$ cat src/rtl/comparador_85_serial.sv
// Serial 7485-style magnitude comparator. It compares one SLICE-bit slice per clock,
// starting at the MSB, and stops at the first differing slice. Cascade inputs decide ties.
module comparador_85_serial #(
    parameter int  WIDTH   = 48,
    parameter int  SLICE   = 12,
    localparam int NSLICES = WIDTH / SLICE,
    localparam int CW      = $clog2(NSLICES + 1)
) (
    input  logic             clock,
    input  logic             reset,
    input  logic             iniciar,
    input  logic [WIDTH-1:0] A,
    input  logic [WIDTH-1:0] B,
    input  logic             ALBi,
    input  logic             AGBi,
    input  logic             AEBi,
    output logic             ocupado,
    output logic             pronto,
    output logic             ALBo,
    output logic             AGBo,
    output logic             AEBo,
    output logic [CW-1:0]    fatias
);

    typedef enum logic [1:0] {
        INICIAL = 2'd0,
        COMPARA = 2'd1,
        FIM     = 2'd2
    } state_t;

    state_t             state_q, state_d;
    logic [WIDTH-1:0]   a_q, b_q;
    logic [2:0]         casc_q;
    logic [CW-1:0]      idx_q;
    logic [CW-1:0]      fatias_q;
    logic               alb_q, agb_q, aeb_q;
    logic [SLICE-1:0]   sa, sb;
    logic               last_slice;

    always_comb begin
        sa         = a_q[int'(idx_q) * SLICE +: SLICE];
        sb         = b_q[int'(idx_q) * SLICE +: SLICE];
        last_slice = (idx_q == '0);
    end

    always_ff @(posedge clock or negedge reset) begin
        if (!reset) state_q <= INICIAL;
        else        state_q <= state_d;
    end

    always_comb begin
        state_d = state_q;
        case (state_q)
            INICIAL: if (iniciar) state_d = COMPARA;
            COMPARA: if ((sa != sb) || last_slice) state_d = FIM;
            FIM:     state_d = INICIAL;
            default: state_d = INICIAL;
        endcase
    end

    always_comb begin
        ocupado = (state_q == COMPARA);
        pronto  = (state_q == FIM);
    end

    // Operands are captured at the start edge so later input changes cannot disturb the result.
    always_ff @(posedge clock or negedge reset) begin
        if (!reset) begin
            a_q      <= '0;
            b_q      <= '0;
            casc_q   <= '0;
            idx_q    <= '0;
            fatias_q <= '0;
            alb_q    <= 1'b0;
            agb_q    <= 1'b0;
            aeb_q    <= 1'b0;
        end else begin
            case (state_q)
                INICIAL: begin
                    if (iniciar) begin
                        a_q      <= A;
                        b_q      <= B;
                        casc_q   <= {ALBi, AGBi, AEBi};
                        idx_q    <= CW'(NSLICES - 1);
                        fatias_q <= '0;
                    end
                end
                COMPARA: begin
                    fatias_q <= fatias_q + 1'b1;
                    if (sa < sb) begin
                        {alb_q, agb_q, aeb_q} <= 3'b100;
                    end else if (sa > sb) begin
                        {alb_q, agb_q, aeb_q} <= 3'b010;
                    end else if (last_slice) begin
                        // Ties pass the cascade bits through untouched, even illegal patterns.
                        {alb_q, agb_q, aeb_q} <= casc_q;
                    end else begin
                        idx_q <= idx_q - 1'b1;
                    end
                end
                default: ;
            endcase
        end
    end

    assign ALBo   = alb_q;
    assign AGBo   = agb_q;
    assign AEBo   = aeb_q;
    assign fatias = fatias_q;

endmodule
$ cat config.mk
export PLATFORM = sky130hd
export DESIGN_NAME = comparador_85_serial
export DESIGN_NICKNAME = d
export VERILOG_FILES = /design/src/rtl/comparador_85_serial.sv
export SDC_FILE = /design/constraint.sdc
export NUM_CORES = 1
export LEC_CHECK = 0
export CAP_MARGIN = 20
export CORE_MARGIN = 2
export CORE_UTILIZATION = 55
export DETAILED_ROUTE_END_ITERATION = 16
export PLACE_DENSITY = 0.85
export RECOVER_POWER = 50
export SKIP_LAST_GASP = 1
export SYNTH_ARGS = -nofsm -noshare
export SYNTH_HDL_FRONTEND = slang
export SYNTH_SLANG_ARGS = --single-unit
$ cat constraint.sdc
create_clock -name clock -period 6.9 [get_ports clock]
set_input_delay 1.035 -clock clock [delete_from_list [all_inputs] [get_ports clock]]
set_output_delay 1.035 -clock clock [all_outputs]
set_load 0.05 [all_outputs]
* Word level (Yosys, flattened, before mapping)
Cells that the tools add are included.
** Operators by class
- Add/subtract/negate cells :: 2
- $mul :: 1
- Order comparisons :: 2
- Eq/ne operators :: 8
- Shifts and indexed selects :: 2
- Mux-type cells :: 19
- Reduce and logical (&&, ||, !) cells :: 10
** Operators with widths (count)
- $shiftx 48x32->12 :: 1
- $shiftx 48x8->12 :: 1
- $mux 3 :: 5
- $gt 12x12->1 :: 1
- $lt 12x12->1 :: 1
- $ne 12x12->1 :: 1
- $pmux 3 s2 :: 2
- $mux 1 :: 9
- $ne 2x2->1 const B :: 4
- $reduce_and 2->1 :: 4
- $mul 3x2->5 const B :: 1
- $reduce_and 5->1 :: 1
- $mux 2 :: 2
- $pmux 2 s2 :: 1
- $add 3x1->3 const B :: 1
- $logic_not 3->1 :: 1
- $reduce_bool 3->1 :: 1
- $sub 3x1->3 const B :: 1
- $eq 2x1->1 const B :: 1
- $eq 2x2->1 const B :: 1
- $logic_not 2->1 :: 1
- $ne 2x1->1 const B :: 1
- $reduce_bool 2->1 :: 1
- $logic_or 1x1->1 :: 1
** Storage, ports and cells
- Register bits after elaboration :: 110
- Input port bits :: 102
- Output and inout bits :: 8
- Word-level logic and storage cells :: 53

* Logic depth before layout (Yosys ltp)
Gate-level depths: netlist (run 1).
- Depth after elaboration :: 6
- Gate-level depth with buffers :: 10
- Mapped depth without buffers :: 8

* Worst setup path after synthesis (run 1)
OpenSTA, ideal clock, no wires.
- Kind :: reg2reg
- Start :: register idx_q[0]
- End :: register idx_q[0]
- Library setup time :: 0.125 ns
- Data arrival time :: 2.980 ns
- Required time :: 6.775 ns
- Path slack :: 3.795 ns
- Cell stages (with the launch flop) :: 11
- Buffers on the path :: 2
- Clock period less this slack :: 3.105 ns
- Path through :: dfrtp_1 > buf_2 > buf_2 > mux4_2 > and2_1 > ha_1 > nand4_1 > nor4_2 > a31oi_1 > a21oi_1 > mux2_2
** On the way
- Longest elaborated chain between the ends :: 5
- Elaborated cells on any way between the ends :: 15
- Those cells by class :: add/sub: 1; mul: 1; order compare: 2; eq/ne: 3; shift: 2; mux: 4; reduce/logical: 2
** Ends and longest elaborated chain
- start, declared :: line 34 : logic [CW-1:0] idx_q;
- start signal, assigned :: line 84 : idx_q <= CW'(NSLICES - 1);
- start signal, assigned :: line 98 : idx_q <= idx_q - 1'b1;
- $mul 3x2->5 / $sub 3x1->3 (equally long branches) :: line 41, 42, 98
- $shiftx 48x32->12 (tied with other cells) :: line 41 : sa = a_q[int'(idx_q) * SLICE +: SLICE];
- $gt 12x12->1 (tied with other cells) :: line 92 : end else if (sa > sb) begin
- $ne 2x2->1 (no line) / $mux 3 (equally long branches)
- $reduce_and 5->1 (no line) / $pmux 3 s2 (equally long branches)
Several ways; a longest one is shown, not always the timed one. The select of a mux whose other input is x is not followed.
A chain may end at the register's enable or synchronous reset.

* Worst setup path in the final report (run 1)
- Start :: input port iniciar
- End :: register b_q[24]
** On the way
- Longest elaborated chain between the ends :: 1
** Ends and longest elaborated chain
- start, declared :: line 11 : input logic iniciar,
- $reduce_and 2->1 (no line)
- end signal, assigned :: line 70 : b_q <= '0;
- end signal, assigned :: line 82 : b_q <= B;
- end, declared :: line 32 : logic [WIDTH-1:0] a_q, b_q;
Every way passes these cells.

==> results.json, run 1 <==
{
  "htreeDepth": 3,
  "stdcell_count": 572,
  "synth_edf_count": 0,
  "cts_tree": "yes",
  "cts_resized": 0,
  "hpwl_mm": 7.60,
  "viasPerCell": 5.79,
  "clk_pin_slew_ns": 0.11,
  "grt_util_all_layers_pct": 22.1,
  "ys.flop_type": "dfrtp_1",
  "wl_mm": 10.5,
  "grt_max_degree": 80,
  "cts_hold_buf": 0,
  "die_h_um": 101,
  "rows": 35,
  "slew_headroom_pct": -80.9,
  "synth_nets": 467,
  "grt_first_pass_wirelength_mm": 17.0,
  "cts_root_buffer": "clkbuf_8",
  "slew_viol_final": 86,
  "tns_ns": 0,
  "grt_pass1_vias": 3613,
  "die_w_um": 101,
  "violations": "max-capacitance violations, max-slew violations",
  "critPathKind": "input port to flop",
  "worstHoldStart": "a_q[25]",
  "hold_violations": 0,
  "drv_cap": 2,
  "worst_clock_skew_ns": 0.0119,
  "startpoint_type": "input port",
  "final_nets": 573,
  "n_fill_cell": 615,
  "drt-initial-drc-count": 156,
  "leakage_nw": 2.73,
  "syn_area_per_cell_um2": 14.7,
  "post_cts_buffers": 0,
  "gp_congestion": 0.787,
  "crit_buf_inv": 3,
  "synthArstFlopShare_pct": 100,
  "ir_drop_uv": 176,
  "start_util_pct": 56.3,
  "ys_seq_area_share_pct": 53.4,
  "worst-path-max-fanout": 52,
  "vias": 3312,
  "core_um2": 9150,
  "status": "complete, but fails checks",
  "synthCells": 350,
  "grt_remaining_overflow": 0,
  "die-area_um2": 10200,
  "worstSetupStartpoint": "iniciar",
  "yosysUniqueCellTypes": 31,
  "cp-end-kind": "flop",
  "total_power_mw": 2.82,
  "setup_viol": 0,
  "antenna_found_initial": 0,
  "r2r_start": "state_q[0]",
  "place_inst": 554,
  "period_share_pct": 67.9,
  "slowest_delay_ns": 1.93,
  "diodes": 0,
  "final_cell_mix": "dfrtp_1 (109), clkdlybuf4s50_1 (107), mux2_2 (102)",
  "ys_ff_latch": 110,
  "routedWlPerCell_um": 18.4,
  "firstDrtPassIters": 4,
  "clk_latency_ns": 0.38,
  "worst_pin_slew_ns": 2.71,
  "final_common_cell": "dfrtp_1",
  "clock.fmax_mhz": 214,
  "critical_path.slowest_cell": "clkbuf_1",
  "crit_arrival_ns": 4.95,
  "netlist_area_um2": 5150,
  "postRouteAntennaNets": 0,
  "crit_required_ns": 7.16,
  "drc": 0,
  "io-pin-count": 110,
  "crit_family": "buffers and inverters",
  "io_buffers": 109,
  "ctsLongestPathBuffers": 2,
  "cts_sinks": 110,
  "hold_path_class": "flop to flop",
  "rsz0062_at_grt": "false",
  "power-per-cell-area_nw_per_um2": 428,
  "yosys_warnings": 0,
  "numCtsBuffers": 9,
  "cp_cell_sequence": "dlygate4sd3_1 > nor3b_2 > clkbuf_1 > buf_4 > mux2_2",
  "area_delta_synth_final_pct": 27.9,
  "period_needed_ns": 4.68,
  "drive_gt1_share_pct": 32.8
}
-- through the flow --
step	util [%]	hold slack (ns)	area, µm²	setup WS, ns
floorplan	-	0.466	5150	3.80
global placement	69.0	0.485	6320	3.50
detailed placement	69.0	0.491	6320	3.32
CTS	71.6	0.516	6550	3.30
global route	72.0	0.527	6590	1.94
finish	72.0	0.514	6590	2.22
-- worst reg2reg max path: cells and delay by family, from the launching register on --
kind	cells	cell delay (ns)
mux	1	0.44
simple gates	1	0.20
flops	1	0.44
buf+inv	2	2.73
-- logic make-up after synthesis --
group / synth area share (%)
buf+inv: 2.48
fa+ha+maj: 3.64
simple gates: 4.52
mux: 32.8
flops: 53.4
compound gates: 3.18
-- area by class of cell --
cell class | count | area, µm² | area share (%)
flip-flops and latches | 110 | 2750 | 41.8
inverters | 10 | 37.5 | 0.569
repair buffers | 114 | 1150 | 17.5
clock inverters | 7 | 105 | 1.59
multi-input cells | 211 | 2280 | 34.6
well taps | 111 | 139 | 2.11
clock buffers | 9 | 124 | 1.88
-- registers in the layout, indices dropped and copies added (netlist names) --
name	cells
AEBo	1
AGBo	1
ALBo	1
a_q	48
b_q	48
casc_q	3
fatias	3
idx_q	3
state_q	2
-- path summary, 6_finish.rpt --
check | to | slack (ns) | depth (start not counted)
setup / recovery | b_q[24] | 2.22 | 5
hold / removal | a_q[25] | 0.51 | 1
setup reg to reg | b_q[24] | 2.98 | 4
hold reg to reg | a_q[25] | 0.51 | 1
max in group asynchronous | idx_q[0] | 4.40 | 3
min in group asynchronous | a_q[3] | 1.06 | 1
-- synthesized netlist by cell type, types with 2 or more instances --
library cell | instances | area, µm²
a21oi_1 | 8 | 40.0
ha_1 | 15 | 188
a22o_1 | 2 | 17.5
dfrtp_1 | 110 | 2750
a31oi_1 | 2 | 12.5
nor2_1 | 3 | 11.3
and2_1 | 12 | 75.1
clkbuf_1 | 4 | 15.0
mux4_2 | 24 | 541
nand3_1 | 2 | 10.0
nand2_1 | 21 | 78.8
mux2_2 | 102 | 1150
nor3b_1 | 2 | 15.0
nand4_1 | 2 | 12.5
a22oi_1 | 2 | 15.0
o21ai_0 | 3 | 15.0
buf_2 | 15 | 75.1
inv_1 | 8 | 30.0
-- where the power goes --
part	switching (mW)	leakage [nW]	internal (mW)
combinational	0.512	1.34	0.705
clock	0.228	0.112	0.210
sequential	0.201	1.29	0.966
-- per-layer routing --
metal	track usage [%]	vias to the layer above	share of wire, %
li1	-	1496	-
met4	9.80	0	2.8
met5	0	-	0
met3	4.30	25	3.8
met2	38.7	88	54
met1	26.6	1703	39
(Power assumes the default switching activity.)
==> run 2: changes to the inputs <==
Settings changed: CORE_UTILIZATION 55 to 46, PLACE_DENSITY 0.85 to 0.76.
Clock period 6.9 ns to 4.1 ns, I/O delays scaled along.
==> run 2 against run 1 <==
Compared with the run above: the run still ends with max-capacitance violations, max-slew violations left; first-iteration DRC count decreased by 30%; critical path depth increased by 4; utilization decreased by 12 points; final area decreased by 0.28%; flip-flop and latch count unchanged; setup slack got worse by 1.6 ns; clock power increased by 43%; wire length decreased by 0.27%; sequential power increased by 66%; total power increased by 64%; largest cell class unchanged; largest power group unchanged.
==> results.json, run 2 (synthesis gave the netlist of run 1 again) <==
{
  "tns_ns": 0,
  "ctsLongestPathBuffers": 2,
  "grt_remaining_overflow": 0,
  "postRouteAntennaNets": 0,
  "leakage_nw": 2.72,
  "final_util_pct": 60.4,
  "die_w_um": 110,
  "io_buffers": 109,
  "cts_root_buffer": "clkbuf_8",
  "top_regs": "a_q: 48 flops, b_q: 48 flops",
  "final_common_cell": "dfrtp_1",
  "drt-initial-drc-count": 109,
  "drv_cap": 2,
  "htreeDepth": 3,
  "multi_input_area_um2": 2270,
  "rows": 38,
  "worst_clock_skew_ns": 0.0110,
  "worstHoldStart": "b_q[18]",
  "clock.fmax_mhz": 290,
  "firstDrtPassIters": 4,
  "place_inst": 588,
  "post-route-cell-area_um2": 6570,
  "hold_path_class": "flop to flop",
  "gp_congestion": 0.758,
  "period_share_pct": 84.1,
  "regArea_um2": 2750,
  "dpl_cell_area_um2": 6390,
  "n_fill_cell": 849,
  "final_cell_mix": "dfrtp_1 (109), clkdlybuf4s50_1 (107), mux2_2 (102)",
  "setup_viol": 0,
  "cts_sinks": 110,
  "viasPerCell": 5.37,
  "stdcell_count": 604,
  "diodes": 0,
  "clk_pin_slew_ns": 0.11,
  "vias": 3244,
  "critPathKind": "flop to flop",
  "io-pin-count": 110,
  "cp-end-kind": "flop",
  "grt_util_all_layers_pct": 19.1,
  "cts_tree": "yes",
  "power-per-cell-area_nw_per_um2": 702,
  "die-area_um2": 12100,
  "numCtsBuffers": 9,
  "total_power_mw": 4.62,
  "violations": "max-capacitance violations, max-slew violations",
  "worst_pin_slew_ns": 3.04,
  "drive_gt1_share_pct": 33.4,
  "slew_viol_final": 71,
  "period_needed_ns": 3.45,
  "worstSetupStartpoint": "idx_q[0]",
  "grt_pass1_vias": 3477,
  "startpoint_type": "flop",
  "hold_violations": 0,
  "cts_hold_buf": 0,
  "r2r_start": "idx_q[0]",
  "final_nets": 576,
  "rsz0062_at_grt": "false",
  "cts_resized": 0,
  "slew_headroom_pct": -103,
  "grt_max_degree": 59,
  "core_um2": 10900,
  "status": "complete, but fails checks",
  "crit_required_ns": 4.36,
  "ir_drop_uv": 379,
  "crit_arrival_ns": 3.70,
  "hpwl_mm": 7.98,
  "die_h_um": 110,
  "routedWlPerCell_um": 17.4,
  "post_cts_buffers": 0,
  "grt_first_pass_wirelength_mm": 17.3,
  "clk_latency_ns": 0.37,
  "drc": 0,
  "wl_mm": 10.5,
  "worst-path-max-fanout": 16,
  "antenna_found_initial": 0,
  "area_delta_synth_final_pct": 27.6,
  "start_util_pct": 47.3
}
run 2: layout make-up:
type,count,share of cell area (%)
flip-flops and latches,110,41.9
inverters,10,0.571
well taps,140,2.66
multi-input cells,211,34.6
clock inverters,6,0.780
repair buffers,117,17.4
clock buffers,10,2.09
run 2: path summary, 6_finish.rpt:
check	end	slack, ns	cells past startpoint
setup / recovery	idx_q[1]	0.65	9
hold / removal	b_q[18]	0.51	1
setup reg to reg	idx_q[1]	0.65	9
hold reg to reg	b_q[18]	0.51	1
max in group asynchronous	b_q[34]	1.16	1
min in group asynchronous	a_q[31]	1.22	1
run 2: per-stage QoR:
stage               hold slack, ns  setup slack [ns]
CTS                          0.302             0.658
floorplan                    0.319             0.995
global route                 0.528             0.424
finish                       0.513             0.651
global placement             0.485             0.818
detailed placement           0.492             0.685
run 2: worst max-delay path, cell delays in order (launching register included):
cell,delay (ns)
dfrtp_2,0.64
buf_4,0.39
mux4_2,0.54
and2_1,0.18
ha_1,0.29
nand3_1,0.11
nor4_2,0.25
a31oi_1,0.19
a21oi_1,0.35
mux2_2,0.38
run 2: report_power, final:
group,internal (mW),switching (mW),leakage [nW]
logic,1.18,0.873,1.34
clock network,0.248,0.379,0.0992
registers,1.63,0.312,1.29
run 2: layer usage:
layer	up-vias	global-route usage (%)	routed length [µm]
met1	1657	24.0	4390
li1	1506	-	-
met2	67	33.2	5520
met5	-	0	0
met4	0	6.15	194
met3	14	3.79	406
==> run 3: changes to the inputs <==
Clock period 4.1 ns to 2.9 ns, I/O delays scaled along.
==> run 3 against run 2 <==
Compared with the run above: the run ends with negative setup slack left; die area unchanged; flip-flop and latch count unchanged; maximum frequency increased by 15%; clock skew decreased by 0.00098 ns; total power increased by 56%; global-route usage increased by 0.87 points; hold slack got worse by 0.18 ns; final area increased by 5.3%; critical path depth unchanged; sequential power increased by 41%; largest cell class unchanged; highest routed layer unchanged.
==> results.json, run 3 (synthesis gave the netlist of run 1 again) <==
{
  "grt_pass1_vias": 3577,
  "diodes": 0,
  "hpwl_mm": 8.04,
  "setup_viol": 4,
  "dp_slack_ns": -0.0817,
  "io-pin-count": 110,
  "tns_ns": -0.180,
  "grt_remaining_overflow": 0,
  "routedWlPerCell_um": 18.4,
  "die_h_um": 110,
  "grt_max_degree": 59,
  "firstDrtPassIters": 4,
  "leakage_nw": 2.85,
  "cp-end-kind": "flop",
  "grt_util_all_layers_pct": 20.0,
  "power-per-cell-area_nw_per_um2": 1040,
  "rsz0062_at_grt": "true",
  "rows": 38,
  "final_nets": 590,
  "worst_clock_skew_ns": 0.0100,
  "cts_root_buffer": "clkbuf_8",
  "slowest_delay_ns": 0.50,
  "start_util_pct": 47.3,
  "ctsLongestPathBuffers": 2,
  "highest_layer": "met4",
  "die-area_um2": 12100,
  "top_regs": "a_q: 48 flops, b_q: 48 flops",
  "core_um2": 10900,
  "critical_path.slowest_cell": "mux4_2",
  "io_buffers": 109,
  "fin_ws_ns": -0.100,
  "violations": "negative setup slack",
  "cts_sinks": 110,
  "place_inst": 595,
  "cp_cell_sequence": "clkbuf_16 > mux4_2 > and2_1 > ha_4 > nand4_1 > nor4_4 > a31oi_4 > a221o_1 > a41o_1",
  "numCtsBuffers": 9,
  "drc": 0,
  "viasPerCell": 5.33,
  "final_cell_mix": "dfrtp_1 (109), clkdlybuf4s50_1 (108), mux2_2 (102)",
  "final_util_pct": 63.5,
  "clk_latency_ns": 0.37,
  "wl_mm": 11.4,
  "wl_met2_mm": 6.17,
  "dr_wl_met3_um": 422,
  "crit_arrival_ns": 3.27,
  "crit_required_ns": 3.17,
  "slew_headroom_pct": 4.92,
  "antenna_found_initial": 0,
  "clock.fmax_mhz": 333,
  "critPathKind": "flop to flop",
  "drive_gt1_share_pct": 40.4,
  "area_delta_synth_final_pct": 34.3,
  "htreeDepth": 3,
  "period_share_pct": 103,
  "die_w_um": 110,
  "startpoint_type": "flop",
  "gp_congestion": 0.829,
  "drv_cap": 0,
  "drt-initial-drc-count": 114,
  "worst-path-max-fanout": 5,
  "final_common_cell": "dfrtp_1",
  "hold_path_class": "input port to async pin",
  "clk_pin_slew_ns": 0.10,
  "slew_viol_final": 0,
  "status": "complete, but fails checks",
  "vias": 3296,
  "ir_drop_uv": 602,
  "worst_pin_slew_ns": 1.43,
  "grt_first_pass_wirelength_mm": 17.9,
  "cts_hold_buf": 0,
  "stdcell_count": 618,
  "hold_violations": 0,
  "period_needed_ns": 3.00,
  "postRouteAntennaNets": 0,
  "cts_tree": "yes",
  "n_fill_cell": 857,
  "drt-met1-wl_mm": 4.60
}
==> run 3: cell count changes in the layout (fill, tap and decap cells not counted), sizes merged <==
cell,delta
buf,+12
clkbuf,+3
inv,-2
bufinv,+1
clkdlybuf4s50,+1
clkinv,-1
clkinvlp,+1
dlygate4sd3,-1
==> run 3: worst max-delay path, delay by kind of cell (launching register included) <==
kind / cells / cell delay [ns]
AOI/OAI and AO/OA: 3 / 0.77
and+or+nand+nor: 3 / 0.73
muxes: 1 / 0.50
DFF: 1 / 0.45
adders and majority gates: 1 / 0.28
buffers and inverters: 1 / 0.17
==> run 3: worst paths after layout <==
kind                           from        to  slack (ns)  depth (start not counted)
min                           reset   a_q[26]        0.33                          1
max reg2reg                idx_q[0]  idx_q[2]       -0.10                          9
min reg2reg                 b_q[42]   b_q[42]        0.51                          1
min in group clock          b_q[42]   b_q[42]        0.51                          1
max                        idx_q[0]  idx_q[2]       -0.10                          9
max in group asynchronous     reset  idx_q[0]        0.45                          2
==> run 3: per-stage QoR <==
step | hold WS, ns | total power [mW] | area (µm²)
2_1_floorplan | 0.139 | 4.90 | 5160
3_3_place_gp | 0.482 | 5.68 | 6480
3_5_place_dp | 0.491 | 5.81 | 6480
4_1_cts | 0.0956 | 6.87 | 6740
5_1_grt | 0.420 | 7.67 | 6920
6_report | 0.328 | 7.19 | 6920
==> run 3: layout make-up <==
cell class | count | area (µm²) | share of cell area, %
clock inverters | 5 | 56.3 | 0.814
clock buffers | 11 | 151 | 2.19
flip-flops and latches | 110 | 2750 | 39.8
well taps | 140 | 175 | 2.53
inverters | 10 | 37.5 | 0.542
multi-input cells | 211 | 2450 | 35.4
repair buffers | 131 | 1300 | 18.8
==> run 3: where the power goes <==
group | internal [mW] | switching [mW] | total [mW]
clock | 0.447 | 0.504 | 0.951
combinational | 2.01 | 1.50 | 3.51
sequential | 2.30 | 0.427 | 2.73
==> run 3: routing by layer <==
metal	up-vias	GRT usage (%)
li1	1527	-
met1	1693	24.3
met2	64	35.2
met3	12	4.03
met4	0	7.32
met5	-	0
==> run 3: timing repair <==
action	4_1_cts	5_1_grt
setup buffers	2	4
gates cloned	0	1
hold endpoints to repair	0	0
pin swaps	2	6
resized for setup	6	20
setup endpoints to repair	4	5
